**src/rtl/class_argmax.sv**
```systemverilog
// Final-decision argmax for the Tsetlin machine: captures every class sum on start,
// then scans one class per cycle to find the highest sum, its index and any tie.
module class_argmax #(
    parameter int NUM_CLASSES = 10,
    parameter int SUM_WIDTH   = 32,
    parameter int IDX_WIDTH   = 4
) (
    input  logic                             clk,
    input  logic                             rst_flag,
    input  logic                             start,
    input  logic [NUM_CLASSES*SUM_WIDTH-1:0] class_sums_flat,
    output logic                             busy,
    output logic                             done,
    output logic [IDX_WIDTH-1:0]             pred_class,
    output logic [SUM_WIDTH-1:0]             pred_sum,
    output logic                             tie
);

    typedef enum logic [1:0] {IDLE, SCAN, DONE} state_t;

    localparam logic [IDX_WIDTH-1:0] LAST_IDX = IDX_WIDTH'(NUM_CLASSES - 1);

    state_t state_reg, state_next;

    logic signed [SUM_WIDTH-1:0] bank_reg [NUM_CLASSES];
    logic signed [SUM_WIDTH-1:0] best_sum_reg, best_sum_next;
    logic [IDX_WIDTH-1:0]        best_idx_reg, best_idx_next;
    logic                        tie_reg, tie_next;
    logic [IDX_WIDTH-1:0]        idx_reg, idx_next;

    logic [IDX_WIDTH-1:0]        pred_class_reg;
    logic [SUM_WIDTH-1:0]        pred_sum_reg;
    logic                        pred_tie_reg;

    logic                        accept;
    logic signed [SUM_WIDTH-1:0] scan_sum;
    logic signed [SUM_WIDTH-1:0] first_sum;

    assign accept    = (state_reg == IDLE) && start;
    assign scan_sum  = bank_reg[idx_reg];
    assign first_sum = $signed(class_sums_flat[SUM_WIDTH-1:0]);

    // Capture bank: all classes are latched in parallel on an accepted start.
    generate
        for (genvar gi = 0; gi < NUM_CLASSES; gi++) begin : g_bank
            always_ff @(posedge clk) begin
                if (rst_flag) begin
                    bank_reg[gi] <= '0;
                end else if (accept) begin
                    bank_reg[gi] <= $signed(class_sums_flat[gi*SUM_WIDTH +: SUM_WIDTH]);
                end
            end
        end
    endgenerate

    always_comb begin
        state_next    = state_reg;
        best_sum_next = best_sum_reg;
        best_idx_next = best_idx_reg;
        tie_next      = tie_reg;
        idx_next      = idx_reg;
        case (state_reg)
            IDLE: begin
                if (start) begin
                    best_sum_next = first_sum;
                    best_idx_next = '0;
                    tie_next      = 1'b0;
                    idx_next      = IDX_WIDTH'(1);
                    state_next    = (NUM_CLASSES == 1) ? DONE : SCAN;
                end
            end
            SCAN: begin
                // Strictly-greater replaces the best, so the lowest index wins ties.
                if (scan_sum > best_sum_reg) begin
                    best_sum_next = scan_sum;
                    best_idx_next = idx_reg;
                    tie_next      = 1'b0;
                end else if (scan_sum == best_sum_reg) begin
                    tie_next      = 1'b1;
                end
                if (idx_reg == LAST_IDX) begin
                    state_next = DONE;
                end else begin
                    idx_next   = idx_reg + IDX_WIDTH'(1);
                end
            end
            DONE: begin
                state_next = IDLE;
            end
            default: begin
                state_next = IDLE;
            end
        endcase
    end

    always_ff @(posedge clk) begin
        if (rst_flag) begin
            state_reg      <= IDLE;
            best_sum_reg   <= '0;
            best_idx_reg   <= '0;
            tie_reg        <= 1'b0;
            idx_reg        <= '0;
            pred_class_reg <= '0;
            pred_sum_reg   <= '0;
            pred_tie_reg   <= 1'b0;
        end else begin
            state_reg    <= state_next;
            best_sum_reg <= best_sum_next;
            best_idx_reg <= best_idx_next;
            tie_reg      <= tie_next;
            idx_reg      <= idx_next;
            // Results load with the final compare folded in, on the edge entering DONE.
            if (state_next == DONE) begin
                pred_class_reg <= best_idx_next;
                pred_sum_reg   <= best_sum_next;
                pred_tie_reg   <= tie_next;
            end
        end
    end

    assign busy       = (state_reg != IDLE);
    assign done       = (state_reg == DONE);
    assign pred_class = pred_class_reg;
    assign pred_sum   = pred_sum_reg;
    assign tie        = pred_tie_reg;

endmodule

```
**config.mk**
```make
export PLATFORM = sky130hd
export DESIGN_NAME = class_argmax
export DESIGN_NICKNAME = d
export VERILOG_FILES = /design/src/rtl/class_argmax.sv
export SDC_FILE = /design/constraint.sdc
export NUM_CORES = 1
export LEC_CHECK = 0
export CAP_MARGIN = 20
export CORE_MARGIN = 5
export CORE_UTILIZATION = 40
export CTS_CLUSTER_DIAMETER = 50
export CTS_CLUSTER_SIZE = 12
export DETAILED_ROUTE_END_ITERATION = 16
export GPL_ROUTABILITY_DRIVEN = 0
export PLACE_DENSITY = 0.72
export SYNTH_ARGS = -nofsm -noshare
export SYNTH_HDL_FRONTEND = slang
export SYNTH_SLANG_ARGS = --single-unit
```
**constraint.sdc**
```tcl
create_clock -name clk -period 14.73 [get_ports clk]
set_input_delay 1.473 -clock clk [delete_from_list [all_inputs] [get_ports clk]]
set_output_delay 1.473 -clock clk [all_outputs]
set_load 0.03 [all_outputs]
```
==> results_dict.tcl <==
set metrics [dict create \
    wl_um 53100 \
    p_int_mw 2.17 \
    fin_crit_ns 7.06 \
    drt_pass1_iterations 5 \
    powerDensity_nw_per_um2 120 \
    coreArea_um2 46600 \
    final_cell_mix "clkdlybuf4s50_1 (360), edfxtp_1 (320), and2_1 (309), a21oi_1 (100), dfxtp_1 (80)" \
    fin_skew_ns 0.0218 \
    fin_ws_ns 7.67 \
    synth_fp_nets 1823 \
    ys_types 44 \
    detail_route.vias_per_cell 5.34 \
    path_max_fanout 46 \
    clockBufferDepth 3 \
    rsz0062_at_grt "no" \
    regToRegSetupSlack_ns 7.67 \
    swShare_pct 25.5 \
    htreeDepth 2 \
    syn_inst 1466 \
    leakagePower_nw 8.97 \
    first_iter_violations 1227 \
    die_h_um 227 \
    gr-usage-all-layers_pct 19.9 \
    synth_ff_type "edfxtp_1" \
    fin_tns_setup_ns 0 \
    cp-start-kind "register" \
    peakVddDrop_v 0.0000728 \
    grt_overflow 0 \
    clk_pin_slew_ns 0.06 \
    fmax_mhz 142 \
    arrival_ns 7.55 \
    portBuffers 361 \
    n_fill_cell 3899 \
    setup_viol 0 \
    relSlewSlack_pct 31.1 \
    grt_pass1_wl_um 77900 \
    clock_latency_ns 0.55 \
    wl_per_cell_um 21.9 \
    hold_end "pred_class[2]$_SDFFE_PP0N_" \
    holdWs_ns 0.472 \
    syn_avg_cell_area_um2 12.8 \
    die_area_um2 51500 \
    grt_max_degree 170 \
    p_switching_uw 743 \
    hp-start "pred_class[2]$_SDFFE_PP0N_" \
    cp.required_ns 15.22 \
    cts_tree "built" \
    status "finished clean" \
    tightest_slew_ns 1.03 \
    drc 0 \
    worstHoldPathCells 2 \
    ios 362 \
    finalMaxSlewViolations 0 \
    p_comb_share_pct 17.3 \
    ys_ff_latch 404 \
    root_buffer "clkbuf_16" \
    hold_path.class "reg2reg" \
    area_growth_pct 29.1 \
    clock_sinks 404 \
    start_util_pct 40.5 \
    antenna_found_initial 12 \
    place_ws_ns 7.64 \
    worstSetupPathType "reg2reg" \
    final_common_cell "clkdlybuf4s50_1" \
    p_total_mw 2.91 \
    cts_resized 0 \
    hold_viol 0 \
    nets 2138 \
    syn_area_um2 18800 \
    ys_seq_area_share_pct 59.9 \
    reg2reg_depth 15 \
    fin_crit_sh_pct 47.9 \
    cts_inserted_buffers 43 \
    r2r_end "best_sum_reg[26]$_SDFF_PP0_" \
    grt_pass1_vias 13000 \
    ys.warnings.count 0 \
    p_seq_share_pct 46.7 \
    row_count 79 \
    worstSetupEndpointType "register" \
    synth_edf_count 320 \
    postCtsHoldBufs 0 \
    cap_violations 0 \
    die_width_um 227 \
    dpl.hpwl_um 39400 \
    num_vias 12900 \
    ant_nets 0 \
    drive_gt1_share_pct 8.70 \
    postCtsSetupBuffers 0 \
    clkPwrFrac_pct 36.0 \
    async_flop_share_pct 0 \
    largest_reg_flops 320 \
]
## power by group through the flow
stage               Clock (mW)  Combinational, mW  Sequential, mW
floorplan                    0              0.321            1.38
global placement             0              0.491            1.38
detailed placement           0              0.504            1.38
CTS                       1.07              0.504            1.36
global route              1.12              0.548            1.37
finish                    1.05              0.505            1.36
## cell families (layout without fill, tap and decap cells)
family	after synthesis	count (layout)	share of synthesized area, %
other	0	7	0
AO/OA/AOI/OAI	275	275	10.0
multiplexers	97	97	9.41
adder cells (fa/ha/maj)	34	34	2.26
XOR/XNOR	2	2	0.0930
AND/OR/NAND/NOR	496	496	14.9
buffers and inverters	158	497	3.33
flip-flops	404	404	59.9
## worst max-delay path, cell delays in order, from the launching register on
cell and delay, ns:
dfxtp_4 0.56, buf_4 0.62, buf_4 0.80, mux4_2 0.59, nor2b_1 0.14, a211oi_1 0.45, a21oi_1 0.16, ha_1 0.38
nand2_1 0.05, nor4_1 0.33, nand2_1 0.10, nor3_1 0.57, a41o_1 0.73, o21ai_0 0.28, a21oi_1 0.87, a221o_1 0.28
## synthesized netlist by cell type, drive strengths merged, types with 19 or more instances
cell / instances / area share, %
nand2: 34 / 0.68
a221o: 26 / 1.4
ha: 34 / 2.3
buf: 22 / 0.62
nor2: 79 / 1.6
and2: 309 / 10
nor3: 19 / 0.56
a211oi: 37 / 1.5
a31oi: 20 / 0.66
mux2i: 32 / 1.7
o21ai: 26 / 0.69
a21oi: 100 / 2.7
nor2b: 35 / 1.2
dfxtp: 84 / 8.9
edfxtp: 320 / 51
inv: 49 / 0.98
clkbuf: 87 / 1.7
mux4: 64 / 7.7
a311oi: 21 / 0.98
## layout make-up
cell class	count	area, µm²	area share (%)
tap	607	759	3.12
sequential	404	11300	46.5
inverter	49	184	0.756
antenna	7	17.5	0.0720
clock inverter	13	160	0.659
timing repair buffer	379	3780	15.5
multi-input combinational	904	6940	28.5
clock buffer	56	1180	4.87
## how the worst max path moves through the flow
stage / cells after the start / from / slack, ns / to
final: 15 / register / 7.67 / best_sum_reg[26]$_SDFF_PP0_
after global routing: 15 / register / 7.09 / best_sum_reg[25]$_SDFF_PP0_
after CTS: 15 / register / 7.62 / best_sum_reg[26]$_SDFF_PP0_
after detailed placement: 15 / register / 7.64 / best_sum_reg[26]$_SDFF_PP0_
after global placement: 15 / register / 7.83 / best_sum_reg[28]$_SDFF_PP0_
after floorplan: 4 / rst_flag / 4.27 / register
## per-layer routing
metal | global-route usage, % | up-vias | part of all wire, %
li1 | - | 6049 | -
met1 | 29.1 | 6305 | 45
met2 | 30.4 | 475 | 46
met3 | 3.52 | 80 | 6.0
met4 | 6.81 | 2 | 3.0
met5 | 0 | - | 0.023
## metrics by stage
stage / utilization [%] / cell area, µm² / instances
final: 52.2 / 24300 / 2419
after global routing: 52.2 / 24300 / 2418
after CTS: 52.2 / 24300 / 2412
after detailed placement: 49.3 / 23000 / 2343
after global placement: 49.3 / 22900 / 2342
after floorplan: - / 18800 / 1466
Power figures use the tool's default switching activity.
==> variant (same flow settings) <==
Set the parameter `NUM_CLASSES` to 11 (it was 10).
--- a/src/rtl/class_argmax.sv
+++ b/src/rtl/class_argmax.sv
@@ -1,7 +1,7 @@
 // Final-decision argmax for the Tsetlin machine: captures every class sum on start,
 // then scans one class per cycle to find the highest sum, its index and any tie.
 module class_argmax #(
-    parameter int NUM_CLASSES = 10,
+    parameter int NUM_CLASSES = 11,
     parameter int SUM_WIDTH   = 32,
     parameter int IDX_WIDTH   = 4
 ) (
Ports: changed (resized class_sums_flat); port bits go from 362 to 394. No check against the original RTL was run, so the function may have changed too.
==> variant against the unedited design <==
Routed wire length is 16% higher. Highest routed layer unchanged. Design area rose by 11%. Sequential power grew 8%. Die area is 11% higher. Sequential cell count is 32 higher. Combinational power fell by 2%. Maximum frequency increased by 14%. Worst setup slack improved by 0.88 ns. Clock skew rose by 0.0027 ns. Synthesized area up 11%. Critical path type unchanged. First-iteration DRC count is 15% higher. Via count up 15%. Power up 6.5%. Largest power group unchanged.
==> variant: results (changes against the unedited design) <==
* Outcome: finished, final reports clean (unchanged)
* Library cells used by synthesis at 53 (was 44)
* Hold Path Origin: pred_class[2] (unchanged)
* Iteration-0 DRC Markers at 1417 (was 1227)
* Largest register FFs at 352 (was 320)
* Largest net degree at the start of global routing at 216 (was 170)
* Met2 usage at 32.62% (was 30.41%)
* First-pass GRT wire length at 91700 um (was 77880 um)
* Top Metal Used: met5 (unchanged)
* Placed cell count at 2631 (was 2343)
* Post-synth ARST share at 0% (unchanged)
* Kind of critical path: reg -> reg (unchanged)
* GRT Total Usage at 20.86% (was 19.94%)
* Crit path arrival time at 6.65 ns (was 7.55 ns)
* Post-Layout Cell Count at 2721 (was 2419)
* Peak VDD IR at 0.06621 mV (was 0.07283 mV)
* Buffer count from post-CTS setup fixing at 0 (unchanged)
* Nets at 2396 (was 2138)
* Area after DPL at 25350 um2 (was 22960 um2)
* Register area share after synthesis at 58.46% (was 59.95%)
* Share of cells above drive strength 1 at 8.260% (was 8.698%)
* WL met2 at 28330 um (was 24390 um)
* Mapped Cells at 1675 (was 1466)
* Slew at the pin closest to its max-slew limit at 1.230 ns (was 1.034 ns)
* Global routing usage on met1 at 28.60% (was 29.14%)
* Initial antenna violation count at 9 (was 12)
* Setup Slack @ Placement at 8.242 ns (was 7.638 ns)
* CP max stage delay at 1.00 ns (was 0.87 ns)
* DRT Pass-1 Iters at 5 (unchanged)
* Via-to-Cell Ratio at 5.453 (was 5.337)
* Count of input and output buffers at 393 (was 361)
* Ys Warns at 0 (unchanged)
* H-tree lvl count at 2 (unchanged)
* Final Skew at 0.02449 ns (was 0.02176 ns)
* Area contributors post-synth: edfxtp_1 50%, and2_1 11%, dfxtp_1 8.0% (was edfxtp_1 51%, and2_1 10%, dfxtp_1 8.9%)
* Post-CTS resize count at 0 (unchanged)
* Slowest stage cell, crit path: a2111oi_0 (was a21oi_1)
* Inserted Clock Buffers at 48 (was 43)
* Met3 WL at 5583 um (was 3206 um)
* Avg WL per Cell at 22.71 um (was 21.94 um)
* Crit Path Max Fanout at 48 (was 46)
* Routing usage on met3 at 5.157% (was 3.520%)
* Top cells by count, synth: 354 x and2_1, 352 x edfxtp_1, 102 x clkbuf_1 (was 320 x edfxtp_1, 309 x and2_1, 100 x a21oi_1)
* Worst-path clk slew at 0.06 ns (about the same)
* Leak at 0.009697 uW (was 0.008969 uW)
* WL met1 at 25940 um (was 23850 um)
* Later-pin clock latency in the skew report at 0.59 ns (was 0.55 ns)
* Hpwl dp at 43640 um (was 39390 um)
* Number of global-route vias before repair at 15140 (was 12960)
* Register area at 12260 um2 (was 11300 um2)
* Ys flop type: edfxtp_1 (unchanged)
* EDFF count, synth at 352 (was 320)
* Fillers at 4301 (was 3899)
* Kind of cell adding the most delay to the critical path: compound AO/OA/AOI/OAI gates (unchanged)
* Bufs on Longest Clock Path at 3 (unchanged)
* Syn nets at 2064 (was 1823)
[variant: kinds of logic after synthesis]
logic type | after synthesis | synth area share [%]
compound gates | 306 | 10.68
xor+xnor | 2 | 0.08360
flops | 436 | 58.46
buf+inv | 208 | 4.161
mux | 141 | 9.117
simple gates | 548 | 15.46
fa+ha+maj | 34 | 2.030
[variant: layout make-up]
class                           count  area share, %
Clock buffer                       59          4.931
Antenna cell                        7        0.06513
Timing Repair Buffer              420          15.49
Multi-Input combinational cell   1031          29.22
Inverter                           70          1.005
Sequential cell                   436          45.60
Clock inverter                     18         0.5257
Tap cell                          680          3.164
[variant: where the power goes]
group / internal, uW / switching, uW
Combinational: 211 / 282
Sequential: 1430 / 37.7
Clock: 654 / 492
Total: 2290 / 812
[variant: path summary, 6_finish.rpt]
kind | to | slack, ns | cells past startpoint
setup reg to reg | best_sum_reg[11] | 8.55 | 15
hold reg to reg | pred_class[2] | 0.48 | 2
setup / recovery | best_sum_reg[11] | 8.55 | 15
hold / removal | pred_class[2] | 0.48 | 2
